**config.mk**
```make
export PLATFORM = sky130hd
export DESIGN_NAME = moldudp64_seq_ctrl
export DESIGN_NICKNAME = d
export VERILOG_FILES = /design/src/rtl/moldudp64_seq_ctrl.sv
export SDC_FILE = /design/constraint.sdc
export NUM_CORES = 1
export LEC_CHECK = 0
export BUFFER_PORTS_ARGS = -buffer_cell sky130_fd_sc_hd__buf_2
export CAP_MARGIN = 40
export CORE_ASPECT_RATIO = 1.1
export CORE_MARGIN = 4
export CORE_UTILIZATION = 48
export DETAILED_ROUTE_END_ITERATION = 8
export PLACE_DENSITY = 0.67
export REMOVE_ABC_BUFFERS = 1
export SLEW_MARGIN = 20
export SYNTH_ARGS = -nofsm -noshare
export SYNTH_HDL_FRONTEND = slang
export SYNTH_SLANG_ARGS = --single-unit
```
**constraint.sdc**
```tcl
create_clock -name clk -period 5.4 [get_ports clk]
set_clock_uncertainty 0.2 [all_clocks]
set_input_delay 0.54 -clock clk [delete_from_list [all_inputs] [get_ports clk]]
set_output_delay 0.54 -clock clk [all_outputs]
set_load 0.01 [all_outputs]
```
**src/rtl/moldudp64_seq_ctrl.sv**
```systemverilog
// MoldUDP64 sequence-number controller: locks onto one session, classifies each header as
// accept/skip/drop and drives a retransmission request with timeout and bounded retry.
module moldudp64_seq_ctrl #(
  parameter int              SID_W     = 80,
  parameter int              SEQ_W     = 64,
  parameter int              ML_W      = 16,
  parameter logic [ML_W-1:0] RTX_MAX   = 16'd64,
  parameter int              TO_CYC    = 1024,
  parameter int              MAX_RETRY = 3
) (
  input  logic             clk,
  input  logic             nreset,
  input  logic             hdr_v_i,
  input  logic [SID_W-1:0] hdr_sid_i,
  input  logic [SEQ_W-1:0] hdr_seq_i,
  input  logic [ML_W-1:0]  hdr_cnt_i,
  output logic             dec_v_o,
  output logic             dec_acc_o,
  output logic [ML_W-1:0]  dec_skip_o,
  output logic             rtx_v_o,
  input  logic             rtx_ready_i,
  output logic [SEQ_W-1:0] rtx_seq_o,
  output logic [ML_W-1:0]  rtx_cnt_o,
  output logic             gap_lost_o,
  output logic             sess_end_o,
  output logic [SEQ_W-1:0] exp_seq_o
);

  localparam int TMR_W = $clog2(TO_CYC + 1);
  localparam int RTY_W = $clog2(MAX_RETRY + 1);

  typedef enum logic [2:0] {
    ST_IDLE     = 3'd0,
    ST_SYNC     = 3'd1,
    ST_RTX_REQ  = 3'd2,
    ST_RTX_WAIT = 3'd3,
    ST_END      = 3'd4
  } state_t;

  state_t             state_r;
  logic [SID_W-1:0]   sid_r;
  logic [SEQ_W-1:0]   exp_seq_r;
  logic [SEQ_W-1:0]   rtx_seq_r;
  logic [ML_W-1:0]    rtx_cnt_r;
  logic [RTY_W-1:0]   retry_r;
  logic [TMR_W-1:0]   timer_r;
  logic               dec_v_r;
  logic               dec_acc_r;
  logic [ML_W-1:0]    dec_skip_r;
  logic               rtx_v_r;
  logic               gap_lost_r;
  logic               sess_end_r;

  logic [ML_W-1:0]    eff_cnt_s;
  logic [SEQ_W-1:0]   sum_s;
  logic [SEQ_W-1:0]   gap_s;
  logic [SEQ_W-1:0]   rtx_end_s;
  logic [ML_W-1:0]    skip_s;
  logic [ML_W-1:0]    rtx_len_s;
  logic               sid_ok_s;
  logic               eos_s;
  logic               hb_s;
  logic               gap_det_s;
  logic               in_order_s;

  function automatic logic [ML_W-1:0] clamp_len(input logic [SEQ_W-1:0] len);
    if (len > SEQ_W'(RTX_MAX)) begin
      clamp_len = RTX_MAX;
    end else begin
      clamp_len = len[ML_W-1:0];
    end
  endfunction

  // Header classification against the expected sequence number
  always_comb begin
    // an end-of-session marker that is not exactly in order behaves like a heartbeat at its seq
    if (hdr_cnt_i == {ML_W{1'b1}}) begin
      eff_cnt_s = {ML_W{1'b0}};
    end else begin
      eff_cnt_s = hdr_cnt_i;
    end
    sum_s      = hdr_seq_i + SEQ_W'(eff_cnt_s);
    gap_s      = hdr_seq_i - exp_seq_r;
    skip_s     = ML_W'(exp_seq_r - hdr_seq_i);
    rtx_len_s  = clamp_len(gap_s);
    rtx_end_s  = rtx_seq_r + SEQ_W'(rtx_cnt_r);
    sid_ok_s   = (hdr_sid_i == sid_r);
    eos_s      = (hdr_cnt_i == {ML_W{1'b1}}) && (hdr_seq_i == exp_seq_r);
    hb_s       = (eff_cnt_s == {ML_W{1'b0}}) && (hdr_seq_i == exp_seq_r);
    gap_det_s  = (hdr_seq_i > exp_seq_r);
    in_order_s = (hdr_seq_i <= exp_seq_r) && (exp_seq_r < sum_s);
  end

  // Session FSM with registered decision and request outputs
  always_ff @(posedge clk or negedge nreset) begin
    if (!nreset) begin
      state_r    <= ST_IDLE;
      sid_r      <= {SID_W{1'b0}};
      exp_seq_r  <= {SEQ_W{1'b0}};
      rtx_seq_r  <= {SEQ_W{1'b0}};
      rtx_cnt_r  <= {ML_W{1'b0}};
      retry_r    <= {RTY_W{1'b0}};
      timer_r    <= {TMR_W{1'b0}};
      dec_v_r    <= 1'b0;
      dec_acc_r  <= 1'b0;
      dec_skip_r <= {ML_W{1'b0}};
      rtx_v_r    <= 1'b0;
      gap_lost_r <= 1'b0;
      sess_end_r <= 1'b0;
    end else begin
      dec_v_r    <= hdr_v_i;
      dec_acc_r  <= 1'b0;
      dec_skip_r <= {ML_W{1'b0}};
      gap_lost_r <= 1'b0;
      case (state_r)
        ST_IDLE: begin
          if (hdr_v_i) begin
            sid_r     <= hdr_sid_i;
            exp_seq_r <= sum_s;
            dec_acc_r <= 1'b1;
            if (hdr_cnt_i == {ML_W{1'b1}}) begin
              sess_end_r <= 1'b1;
              state_r    <= ST_END;
            end else begin
              state_r <= ST_SYNC;
            end
          end
        end
        ST_SYNC: begin
          if (hdr_v_i && sid_ok_s) begin
            if (eos_s) begin
              dec_acc_r  <= 1'b1;
              sess_end_r <= 1'b1;
              state_r    <= ST_END;
            end else if (hb_s) begin
              dec_acc_r <= 1'b1;
            end else if (gap_det_s) begin
              rtx_seq_r <= exp_seq_r;
              rtx_cnt_r <= rtx_len_s;
              retry_r   <= {RTY_W{1'b0}};
              rtx_v_r   <= 1'b1;
              state_r   <= ST_RTX_REQ;
            end else if (in_order_s) begin
              dec_acc_r  <= 1'b1;
              dec_skip_r <= skip_s;
              exp_seq_r  <= sum_s;
            end
          end
        end
        ST_RTX_REQ: begin
          // an in-order header beats a same-cycle handshake and withdraws the request
          if (hdr_v_i && sid_ok_s && in_order_s) begin
            dec_acc_r  <= 1'b1;
            dec_skip_r <= skip_s;
            exp_seq_r  <= sum_s;
            rtx_v_r    <= 1'b0;
            state_r    <= ST_SYNC;
          end else if (rtx_v_r && rtx_ready_i) begin
            rtx_v_r <= 1'b0;
            timer_r <= {TMR_W{1'b0}};
            state_r <= ST_RTX_WAIT;
          end
        end
        ST_RTX_WAIT: begin
          if (hdr_v_i && sid_ok_s && in_order_s) begin
            dec_acc_r  <= 1'b1;
            dec_skip_r <= skip_s;
            exp_seq_r  <= sum_s;
            state_r    <= ST_SYNC;
          end else if (timer_r == TMR_W'(TO_CYC)) begin
            if (retry_r < RTY_W'(MAX_RETRY)) begin
              retry_r <= retry_r + {{(RTY_W-1){1'b0}}, 1'b1};
              rtx_v_r <= 1'b1;
              state_r <= ST_RTX_REQ;
            end else begin
              gap_lost_r <= 1'b1;
              exp_seq_r  <= rtx_end_s;
              state_r    <= ST_SYNC;
            end
          end else begin
            timer_r <= timer_r + {{(TMR_W-1){1'b0}}, 1'b1};
          end
        end
        ST_END: begin
          state_r <= ST_END;
        end
        default: begin
          state_r <= ST_IDLE;
        end
      endcase
    end
  end

  assign dec_v_o    = dec_v_r;
  assign dec_acc_o  = dec_acc_r;
  assign dec_skip_o = dec_skip_r;
  assign rtx_v_o    = rtx_v_r;
  assign rtx_seq_o  = rtx_seq_r;
  assign rtx_cnt_o  = rtx_cnt_r;
  assign gap_lost_o = gap_lost_r;
  assign sess_end_o = sess_end_r;
  assign exp_seq_o  = exp_seq_r;

endmodule

```
==> flow_metrics.py <==
metrics = {
    "outcome": {
        "status": "finished, violations left",
        "violations": "setup timing",
    },
    "die": {
        "die_width_microns": 213,
        "rows": 82,
        "start_util_pct": 48.6,
        "die_h_microns": 233,
        "pin_count": 329,
        "core_sq_um": 45700,
        "dieArea_sq_um": 49700,
    },
    "timing": {
        "maxSlewViolCount": 0,
        "slew_headroom_pct": 28.6,
        "tns_ns": -89.57,
        "fin_crit_ns": 6.45,
        "timing.final.crit_share_pct": 119,
        "clock.fmax_mhz": 155,
        "fin_ws_ns": -1.05,
        "hold_violations": 0,
        "rsz0062_at_grt": "yes",
        "setup_viol": 99,
        "tightest_slew_ns": 1.07,
    },
    "placed_design": {
        "pre_cts_ws_ns": -2.31,
        "dpl.hpwl_microns": 67200,
        "place_area_sq_um": 26300,
        "place_congestion": 1.00,
        "numPortBuffers": 328,
    },
    "synthesis": {
        "synth_compound_area_share_pct": 21.3,
        "yosysSeqAreaShare_pct": 29.4,
        "synthCells": 2732,
        "synth_area_per_cell_sq_um": 8.12,
        "synth-seq-cells": 261,
        "synthMuxAreaShare_pct": 3.73,
        "synthSimpleGateAreaFrac_pct": 22.4,
        "yosys.area.top_type": "dfrtp_1",
        "synth_top_family_by_area": "simple AND/OR/NAND/NOR gates",
        "yosysWarnings": 0,
        "synth-adder-area-share_pct": 10.3,
        "async_flop_share_pct": 100,
        "synth_xor_area_share_pct": 8.17,
        "synth_top_area_share_pct": 29.4,
        "yosys_most_used_dff": "dfrtp_1",
        "synth_area_leaders": "dfrtp_1 29%, ha_1 10%, nand2_1 5.2%, o21ai_0 4.9%, xnor2_1 4.7%",
        "synth_edf_count": 0,
        "syn_area_sq_um": 22200,
        "ys_types": 74,
    },
    "cells_and_area": {
        "stdcell_area_sq_um": 30400,
        "layout_common_cells": "321 x buf_2, 314 x buf_4, 282 x nand2_1, 261 x dfrtp_1, 184 x o21ai_0",
        "drive_gt1_share_pct": 30.5,
        "area_growth_pct": 37.0,
        "mostFrequentLayoutCell": "buf_2",
        "fill_cells": 3778,
        "final_nets": 3744,
    },
    "power_and_ir_drop": {
        "p_sw_share_pct": 47.0,
        "seq_power_share_pct": 22.6,
        "power.density_nw_per_um2": 450,
        "internal_power_mw": 7.24,
        "p_clk_share_pct": 15.7,
        "vdd_drop_max_mv": 0.321,
        "power_switching_mw": 6.42,
        "p_leak_nw": 14.2,
        "pwr-share-comb_pct": 61.7,
        "p_total_mw": 13.7,
    },
    "clocking": {
        "cts_buffer_depth": 3,
        "clk_pin_slew_ns": 0.06,
        "cts_tree": "built",
        "h-tree-depth": 1,
        "worstSkewPairLatency_ns": 0.61,
        "clock-sinks": 261,
        "cts_root_buf": "clkbuf_16",
        "numCtsBuffers": 29,
    },
    "global_route": {
        "grt_pass1_vias": 23910,
        "gr-total-overflow": 0,
        "grt_max_degree": 155,
        "antenna_found_initial": 11,
        "grt_usage_pct": 35.3,
        "grt_pass1_wl_microns": 138000,
    },
    "worst_setup_path": {
        "crit_path_end": "exp_seq_o[19]$_DFFE_PN0P_",
        "cpMaxStageDelayCell": "or4_4",
        "rrSetupSlack_ns": 0.53,
        "critPathLaunchType": "input pin",
        "cp_max_fo": 8,
        "reg2reg_from": "exp_seq_o[9]$_DFFE_PN0P_",
        "cp.required_ns": 5.70,
        "cpPeakStageDelay_ns": 0.55,
        "end_kind": "flop",
        "critPathTopFamily": "simple AND/OR/NAND/NOR gates",
        "path_class": "in2reg",
        "worstPathArrival_ns": 6.75,
        "rr_worst_depth": 18,
        "reg2reg_to": "exp_seq_o[0]$_DFFE_PN0P_",
        "cp-startpoint": "hdr_cnt_i[12]",
        "path_depth": 34,
        "cp_num_buf_inv": 10,
    },
    "routing": {
        "drt-vias-per-instance": 6.14,
        "drt_iter0_drc": 2383,
        "dr.pass1.iters": 6,
        "drcViolationCount": 0,
        "vias": 24630,
        "wl_per_cell_microns": 23.7,
        "routed_wl_microns": 95000,
        "ant_nets": 0,
    },
    "min_path": {
        "hp-class": "in2reg",
    },
    "job": {
        "drv_cap": 0,
    },
}
==> stage by stage <==
step | util [%] | std cells | hold WS, ns
floorplan | - | 2620 | 0.0444
global placement | 57.6 | 3802 | 0.267
detailed placement | 57.6 | 3803 | 0.272
CTS | 64.3 | 3980 | 0.0000359
global route | 66.5 | 4010 | 0.00652
finish | 66.5 | 4011 | 0.0188
==> routing by layer <==
metal,track usage (%),wire length [microns],vias up
li1,-,-,11258
met1,44.0,37200,11894
met2,59.7,44600,1136
met3,6.53,7660,326
met4,15.2,5490,16
met5,0,90,-
==> worst min-delay path by stage <==
| stage | endpoint | start | slack [ns] | cells past startpoint |
|---|---|---|---|---|
| after global placement | sess_end_o$_DFFE_PN0P_ | sess_end_o$_DFFE_PN0P_ | 0.27 | 1 |
| after detailed placement | sess_end_o$_DFFE_PN0P_ | sess_end_o$_DFFE_PN0P_ | 0.27 | 1 |
| after CTS | sid_r[23]$_DFFE_PN0P_ | hdr_sid_i[23] | 0.00004 | 2 |
| after global routing | sid_r[29]$_DFFE_PN0P_ | hdr_sid_i[29] | 0.007 | 2 |
| after floorplan | dec_acc_o$_DFF_PN0_ | nreset | 0.04 | 0 |
| final | sid_r[23]$_DFFE_PN0P_ | hdr_sid_i[23] | 0.02 | 2 |
==> timing repair <==
action,in CTS,in global routing
buffers inserted,84,24
hold buffers,28,0
pin swaps,84,99
resized for setup,170,151
hold endpoints to repair,90,0
cloned,16,14
setup endpoints to repair,99,99
==> cells in the mapped netlist, types with 24 or more instances <==
cell / n
nand2_1: 308
xor2_1: 88
a21o_1: 61
a21oi_1: 208
nand2b_1: 44
dfrtp_1: 261
ha_1: 177
a211oi_1: 28
a22o_1: 39
nor3_1: 53
nor2_1: 177
nor2b_1: 49
and3_1: 31
o21ai_0: 219
nand3_1: 74
mux2_2: 69
nand4_1: 110
or3_1: 25
inv_1: 151
xnor2_1: 119
clkbuf_1: 88
o21a_1: 24
nor4_1: 54
==> flip-flops by register name, summed over array words and instances (netlist names) <==
register,count
retry_r,2
exp_seq_o,64
sess_end_o,1
gap_lost_o,1
dec_v_o,1
rtx_seq_o,64
sid_r,80
timer_r,11
state_r,3
dec_skip_o,16
rtx_v_o,1
dec_acc_o,1
rtx_cnt_o,16
==> worst register-to-register path: cells and delay by family, from the launching register on <==
kind                       cells  cell delay (ns)
DFF                            1             0.45
AOI/OAI and AO/OA              8             1.96
and+or+nand+nor                3             0.69
adders and majority gates      1             0.41
buffers and inverters          6             1.07
==> kinds of logic after synthesis <==
| logic type | Yosys count |
|---|---|
| and+or+nand+nor | 996 |
| adders and majority gates | 181 |
| muxes | 74 |
| AOI/OAI and AO/OA | 750 |
| xor gates and xnor gates | 207 |
| DFF | 261 |
| buffers and inverters | 263 |
==> final cells by class <==
type,count,area [sq um],share of cell area [%]
inverter,151,569,1.87
tap,588,736,2.42
multi-input combinational,2208,15700,51.5
clock inverter,12,181,0.597
sequential,261,6530,21.5
clock buffer,41,841,2.77
antenna,2,5.00,0.0165
timing repair buffer,748,5870,19.3
==> power groups by stage <==
stage | clock [mW] | sequential [mW] | combinational (mW)
after global placement | 0 | 3.06 | 7.01
after floorplan | 0 | 3.03 | 4.40
after detailed placement | 0 | 3.08 | 7.07
after global routing | 2.27 | 3.15 | 9.04
final | 2.14 | 3.09 | 8.43
after CTS | 2.18 | 3.06 | 7.88
(Power assumes the default switching activity.)
